--- src/rtl/fetch_unit_if.sv ---
// Fetch unit bus bundle: memory read port, instruction output buffer and redirect.
// The master side is the fetch unit; the slave side is memory plus the downstream stage.
interface fetch_unit_if;
  logic        mem_read;
  logic [15:0] mem_address;
  logic [31:0] mem_data;
  logic        mem_busy;
  logic [31:0] instr;
  logic [15:0] instr_pc;
  logic        instr_valid;
  logic        instr_ready;
  logic        branch_taken;
  logic [15:0] branch_target;
  logic        fault;

  modport master (
    output mem_read, mem_address, instr, instr_pc, instr_valid, fault,
    input  mem_data, mem_busy, instr_ready, branch_taken, branch_target
  );

  modport slave (
    input  mem_read, mem_address, instr, instr_pc, instr_valid, fault,
    output mem_data, mem_busy, instr_ready, branch_taken, branch_target
  );
endinterface

--- src/rtl/fetch_unit.sv ---
// Instruction fetch unit: issues one-word reads at PC, holds the result in a
// single-entry output buffer, honours redirects and flags out-of-range fetches.
module fetch_unit #(
  parameter logic [15:0] RESET_PC  = 16'h0000,
  parameter int          MEM_DEPTH = 512
) (
  input  logic          i_clock,
  input  logic          i_reset_n,
  fetch_unit_if.master  io_bus
);

  typedef enum logic [1:0] {
    ST_REQ   = 2'd0,
    ST_WAIT  = 2'd1,
    ST_FAULT = 2'd2
  } state_t;

  localparam logic [16:0] DEPTH_EXT = 17'(MEM_DEPTH);

  state_t      r_state;
  state_t      w_next_state;
  logic        r_run;
  logic [15:0] r_pc;
  logic [31:0] r_instr;
  logic [15:0] r_instr_pc;
  logic        r_instr_valid;
  logic        r_fault;

  logic        w_in_range;
  logic        w_transfer;
  logic        w_mem_read;
  logic        w_capture;
  logic        w_fault_set;

  assign w_in_range = ({1'b0, r_pc} < DEPTH_EXT);
  assign w_transfer = r_instr_valid & io_bus.instr_ready;

  // Next-state and strobe decode; r_run keeps the port quiet until the first edge after reset.
  always_comb begin
    w_next_state = r_state;
    w_mem_read   = 1'b0;
    w_capture    = 1'b0;
    w_fault_set  = 1'b0;
    case (r_state)
      ST_REQ: begin
        if (io_bus.branch_taken) begin
          w_next_state = ST_REQ;
        end else if (!r_run) begin
          w_next_state = ST_REQ;
        end else if (!w_in_range) begin
          w_next_state = ST_FAULT;
          w_fault_set  = 1'b1;
        end else if (!io_bus.mem_busy && (!r_instr_valid || io_bus.instr_ready)) begin
          w_mem_read   = 1'b1;
          w_next_state = ST_WAIT;
        end else begin
          w_next_state = ST_REQ;
        end
      end
      ST_WAIT: begin
        if (io_bus.branch_taken) begin
          w_next_state = ST_REQ;
        end else begin
          w_capture    = 1'b1;
          w_next_state = ST_REQ;
        end
      end
      ST_FAULT: begin
        if (io_bus.branch_taken) begin
          w_next_state = ST_REQ;
        end else begin
          w_next_state = ST_FAULT;
        end
      end
      default: begin
        w_next_state = ST_REQ;
      end
    endcase
  end

  // State register and post-reset run enable.
  always_ff @(posedge i_clock or negedge i_reset_n) begin
    if (!i_reset_n) begin
      r_state <= ST_REQ;
      r_run   <= 1'b0;
    end else begin
      r_state <= w_next_state;
      r_run   <= 1'b1;
    end
  end

  // PC, output buffer and sticky fault; a redirect overrides everything else.
  always_ff @(posedge i_clock or negedge i_reset_n) begin
    if (!i_reset_n) begin
      r_pc          <= RESET_PC;
      r_instr       <= 32'h0000_0000;
      r_instr_pc    <= 16'h0000;
      r_instr_valid <= 1'b0;
      r_fault       <= 1'b0;
    end else if (io_bus.branch_taken) begin
      r_pc          <= io_bus.branch_target;
      r_instr_valid <= 1'b0;
      r_fault       <= 1'b0;
    end else begin
      if (w_capture) begin
        r_instr       <= io_bus.mem_data;
        r_instr_pc    <= r_pc;
        r_instr_valid <= 1'b1;
        r_pc          <= r_pc + 16'd1;
      end else if (w_transfer) begin
        r_instr_valid <= 1'b0;
      end else begin
        r_instr_valid <= r_instr_valid;
      end
      if (w_fault_set) begin
        r_fault <= 1'b1;
      end else begin
        r_fault <= r_fault;
      end
    end
  end

  assign io_bus.mem_read    = w_mem_read;
  assign io_bus.mem_address = r_pc;
  assign io_bus.instr       = r_instr;
  assign io_bus.instr_pc    = r_instr_pc;
  assign io_bus.instr_valid = r_instr_valid;
  assign io_bus.fault       = r_fault;

endmodule

--- src/flat_wrapper.sv ---
// flat-port wrapper written by rule: the top's interface ports become plain ports
module fetch_unit_flat 
#(
  parameter logic [15:0] RESET_PC  = 16'h0000,
  parameter int          MEM_DEPTH = 512
)
  (i_clock, i_reset_n, io_bus_mem_read, io_bus_mem_address, io_bus_instr, io_bus_instr_pc, io_bus_instr_valid, io_bus_fault, io_bus_mem_data, io_bus_mem_busy, io_bus_instr_ready, io_bus_branch_taken, io_bus_branch_target);
  fetch_unit_if io_bus_i ();
  input  logic i_clock;
  input  logic i_reset_n;
  output wire logic [$bits(io_bus_i.mem_read)-1:0] io_bus_mem_read;
  output wire logic [$bits(io_bus_i.mem_address)-1:0] io_bus_mem_address;
  output wire logic [$bits(io_bus_i.instr)-1:0] io_bus_instr;
  output wire logic [$bits(io_bus_i.instr_pc)-1:0] io_bus_instr_pc;
  output wire logic [$bits(io_bus_i.instr_valid)-1:0] io_bus_instr_valid;
  output wire logic [$bits(io_bus_i.fault)-1:0] io_bus_fault;
  input wire logic [$bits(io_bus_i.mem_data)-1:0] io_bus_mem_data;
  input wire logic [$bits(io_bus_i.mem_busy)-1:0] io_bus_mem_busy;
  input wire logic [$bits(io_bus_i.instr_ready)-1:0] io_bus_instr_ready;
  input wire logic [$bits(io_bus_i.branch_taken)-1:0] io_bus_branch_taken;
  input wire logic [$bits(io_bus_i.branch_target)-1:0] io_bus_branch_target;
  assign io_bus_mem_read = io_bus_i.mem_read;
  assign io_bus_mem_address = io_bus_i.mem_address;
  assign io_bus_instr = io_bus_i.instr;
  assign io_bus_instr_pc = io_bus_i.instr_pc;
  assign io_bus_instr_valid = io_bus_i.instr_valid;
  assign io_bus_fault = io_bus_i.fault;
  assign io_bus_i.mem_data = io_bus_mem_data;
  assign io_bus_i.mem_busy = io_bus_mem_busy;
  assign io_bus_i.instr_ready = io_bus_instr_ready;
  assign io_bus_i.branch_taken = io_bus_branch_taken;
  assign io_bus_i.branch_target = io_bus_branch_target;
  fetch_unit #(.RESET_PC(RESET_PC), .MEM_DEPTH(MEM_DEPTH)) u_core (.i_clock(i_clock), .i_reset_n(i_reset_n), .io_bus(io_bus_i));
endmodule
--- config.mk ---
export PLATFORM = sky130hd
export DESIGN_NAME = fetch_unit_flat
export DESIGN_NICKNAME = d
export VERILOG_FILES = /design/src/rtl/fetch_unit_if.sv /design/src/rtl/fetch_unit.sv /design/src/flat_wrapper.sv
export SDC_FILE = /design/constraint.sdc
export NUM_CORES = 1
export LEC_CHECK = 0
export ABC_AREA = 1
export ABC_CLOCK_PERIOD_IN_PS = 1400
export CORE_MARGIN = 3
export CORE_UTILIZATION = 39
export DETAILED_ROUTE_END_ITERATION = 12
export GPL_ROUTABILITY_DRIVEN = 0
export PLACE_DENSITY = 0.85
export RECOVER_POWER = 25
export SYNTH_ARGS = -nofsm -noshare
export SYNTH_HDL_FRONTEND = slang
export SYNTH_SLANG_ARGS = --single-unit
--- constraint.sdc ---
create_clock -name i_clock -period 1.4 [get_ports i_clock]
set_input_delay 0.14 -clock i_clock [delete_from_list [all_inputs] [get_ports i_clock]]
set_output_delay 0.14 -clock i_clock [all_outputs]
set_load 0.005 [all_outputs]
==> flow_summary.toml <==
[status]
status = "complete, but fails checks"
violations = "setup timing"

[logic_synthesis]
syn_nets = 432
yosysUniqueCellTypes = 34
syn_area_per_cell_sq_um = 8.16
syn_inst = 378
synth-edff-count = 0
async_reset_ff_frac = 1.00
synth_seq_area_share = 0.560
synth-main-ff-cell = "dfrtp_1"
synth-seq-cells = 69
yosysTopAreaCellShare = 0.560
synth_top_area_cell = "dfrtp_1"
synth.cell_area_sq_mm = 0.00308
yosys-top-cells-area = "dfrtp_1 (56%), nand2_1 (21%), inv_1 (3.5%)"
yosys_warnings = 0

[detailed_routing]
drc = 0
vias = 3172
wl_mm = 9.43
first_pass_iters = 4
ant_nets = 0
routedWlPerCell_um = 14.5
drt_iter0_markers = 218
routed_via_density = 4.89

[worst_setup_path]
cp-start-kind = "register"
crit_fanout = 2
crit_required_ns = 1.26
crit_path_top_delay_cell = "dfrtp_1"
cpPeakStageDelay_ns = 0.39
crit_chain = "nor3_2 -> nand4_1 -> nor4_2 -> buf_2"
endpoint_kind = "output port"
worstPathArrival_ns = 1.43
path_class = "reg -> out"

[final_layout]
n_fill_cell = 600
stdcell_count = 649
finalNetCount = 599
area_growth_syn_to_layout_pct = 65.3
drive_gt1_frac = 0.178
diodes = 0

[grt]
antenna_found_initial = 0
grtUsageTotal = 0.217
grt_overflow = 0
grt_max_degree = 27
grt_pass1_vias = 3268
grt_pass1_wl_mm = 15.1

[sta]
min_period_ns = 1.57
drv_slew = 0
setup_ws_ns = -0.174
rsz0062_at_grt = "yes"
worstMarginPinSlew_ns = 0.999
setup_viol = 1
fmax_mhz = 636
fin_skew_ns = 0.00931
timing.hold.ws_ns = 0.235
slew_headroom = 0.334
finalCritPeriodShare = 1.12
hold_viol = 0

[clock_network]
cts_buffer_depth = 2
clk_pin_slew_worst_paths_ns = 0.07
cts_root_buf = "clkbuf_8"
numCtsBuffers = 9
cts_sinks = 69
htree_num_levels = 3
tritoncts = "yes"
clk-insertion-delay-late_ns = 0.33

[pwr]
max-vdd-ir-drop_v = 0.000458
power.density_mw_per_mm2 = 882
leakage_uw = 0.00266

[floorplan]
fp.dieH_um = 94.9
initial_core_util = 0.414
ios = 120
dieWidth_um = 94.9
core_sq_mm = 0.00745
rows = 31
die_area_sq_mm = 0.00901

[worst_hold_path]
min_path_type = "in -> reg"

[placement]
port_buffers = 119
dp_hpwl_mm = 6.77
placedCellCount = 621

[flow_run]
maxCapViolCount = 0
==> cells by family (layout without fill, tap and decap cells) <==
group / after synthesis / after routing / share of synthesized area
simple gates: 220 / 220 / 0.290
flops: 69 / 69 / 0.560
buf+inv: 47 / 219 / 0.0669
compound gates: 39 / 39 / 0.0746
fa+ha+maj: 1 / 1 / 0.00406
other cells: 1 / 1 / 0.00122
xor+xnor: 1 / 1 / 0.00284
==> sequential cells by signal, indices dropped and copies added, names as in the netlist <==
signal / count
u_core.r_run: 1
u_core.io_bus.mem_address: 16
u_core.r_state: 2
u_core.io_bus.instr_valid: 1
u_core.io_bus.instr_pc: 16
u_core.io_bus.instr: 32
u_core.io_bus.fault: 1
==> final timing paths <==
path                                                           start                                         to  slack [ns]  cells after the start
min                                              io_bus_branch_taken                u_core.r_state[0]$_DFF_PN0_        0.24                      4
max reg2reg                 u_core.io_bus.mem_address[3]$_DFFE_PN0P_  u_core.io_bus.mem_address[12]$_DFFE_PN0P_        0.03                      8
min in group asynchronous                                  i_reset_n   u_core.io_bus.mem_address[4]$_DFFE_PN0P_        0.49                      2
min reg2reg                       u_core.io_bus.instr[8]$_DFFE_PN0P_         u_core.io_bus.instr[8]$_DFFE_PN0P_        0.48                      2
max                        u_core.io_bus.mem_address[15]$_DFFE_PN0P_                            io_bus_mem_read       -0.17                      4
max in group asynchronous                                  i_reset_n        u_core.io_bus.instr[24]$_DFFE_PN0P_        0.13                      3
==> report_power, final <==
| group | switching [uW] | total, uW | internal (uW) |
|---|---|---|---|
| registers | 79.1 | 2180 | 2100 |
| clock network | 725 | 1460 | 732 |
| logic | 375 | 859 | 484 |
==> per-stage QoR <==
stage / total power [uW] / cell area (sq um) / TNS, ns / util / setup slack, ns
global route: 4740 / 5100 / -2.59 / 0.685 / -0.298
CTS: 4500 / 4960 / -0.319 / 0.666 / -0.319
global placement: 2980 / 4700 / -11.63 / 0.631 / -0.480
floorplan: 2440 / 3080 / 0 / - / 0.0749
detailed placement: 3010 / 4700 / -14.91 / 0.631 / -0.528
finish: 4500 / 5100 / -0.174 / 0.685 / -0.174
==> metal layers <==
metal  vias up  share of wire  GRT usage
met4         0          0.016     0.0817
met5         -              0          0
met2       133           0.52      0.376
met3        15          0.073     0.0494
met1      1512           0.39      0.261
li1       1512              -          -
==> synth_stat cells (all sizes together) (3+ instances only) <==
master  count
nand2     173
dfrtp      69
inv        33
nor2       23
o21ai      23
nand3      13
buf         9
clkbuf      5
nand4       4
nor3        4
a21oi       3
o21a        3
==> worst max-delay path, delay by kind of cell (launching register included) <==
| kind | cells | cell delay (ns) |
|---|---|---|
| DFF | 1 | 0.39 |
| buffers and inverters | 1 | 0.17 |
| and+or+nand+nor | 3 | 0.53 |
==> placed cells by master, fill, tap and decap left out, types with 3 or more instances in the layout <==
cell type and n:
inv_2 4, clkbuf_8 11, nand2_1 165, inv_1 25
dlygate4sd2_1 13, dlymetal6s2s_1 8, buf_6 4, clkinv_2 3
buf_12 6, nor2_4 5, buf_4 40, nand2_4 3
nor2_1 16, o21a_1 3, nand2_2 4, clkdlybuf4s50_1 94
dfrtp_1 68, nand3_1 10, inv_4 3, o21ai_0 20
nand4_1 4, o21ai_1 3
==> layout make-up <==
cell class / instances / area, sq um / share of cell area
sequential: 69 / 1730 / 0.339
inverter: 33 / 136 / 0.0267
clock buffer: 12 / 155 / 0.0304
multi-input combinational: 262 / 1270 / 0.250
timing repair buffer: 170 / 1660 / 0.325
tap: 99 / 124 / 0.0243
clock inverter: 4 / 22.5 / 0.00442
==> what timing repair did <==
action                                  CTS  global route
pin swaps                                 5            17
setup buffers                             8             6
endpoints found under the setup margin   19            21
hold buffers                              1             0
gates resized for setup                  30            40
endpoints found under the hold margin    69             0
(Power assumes the default switching activity.)
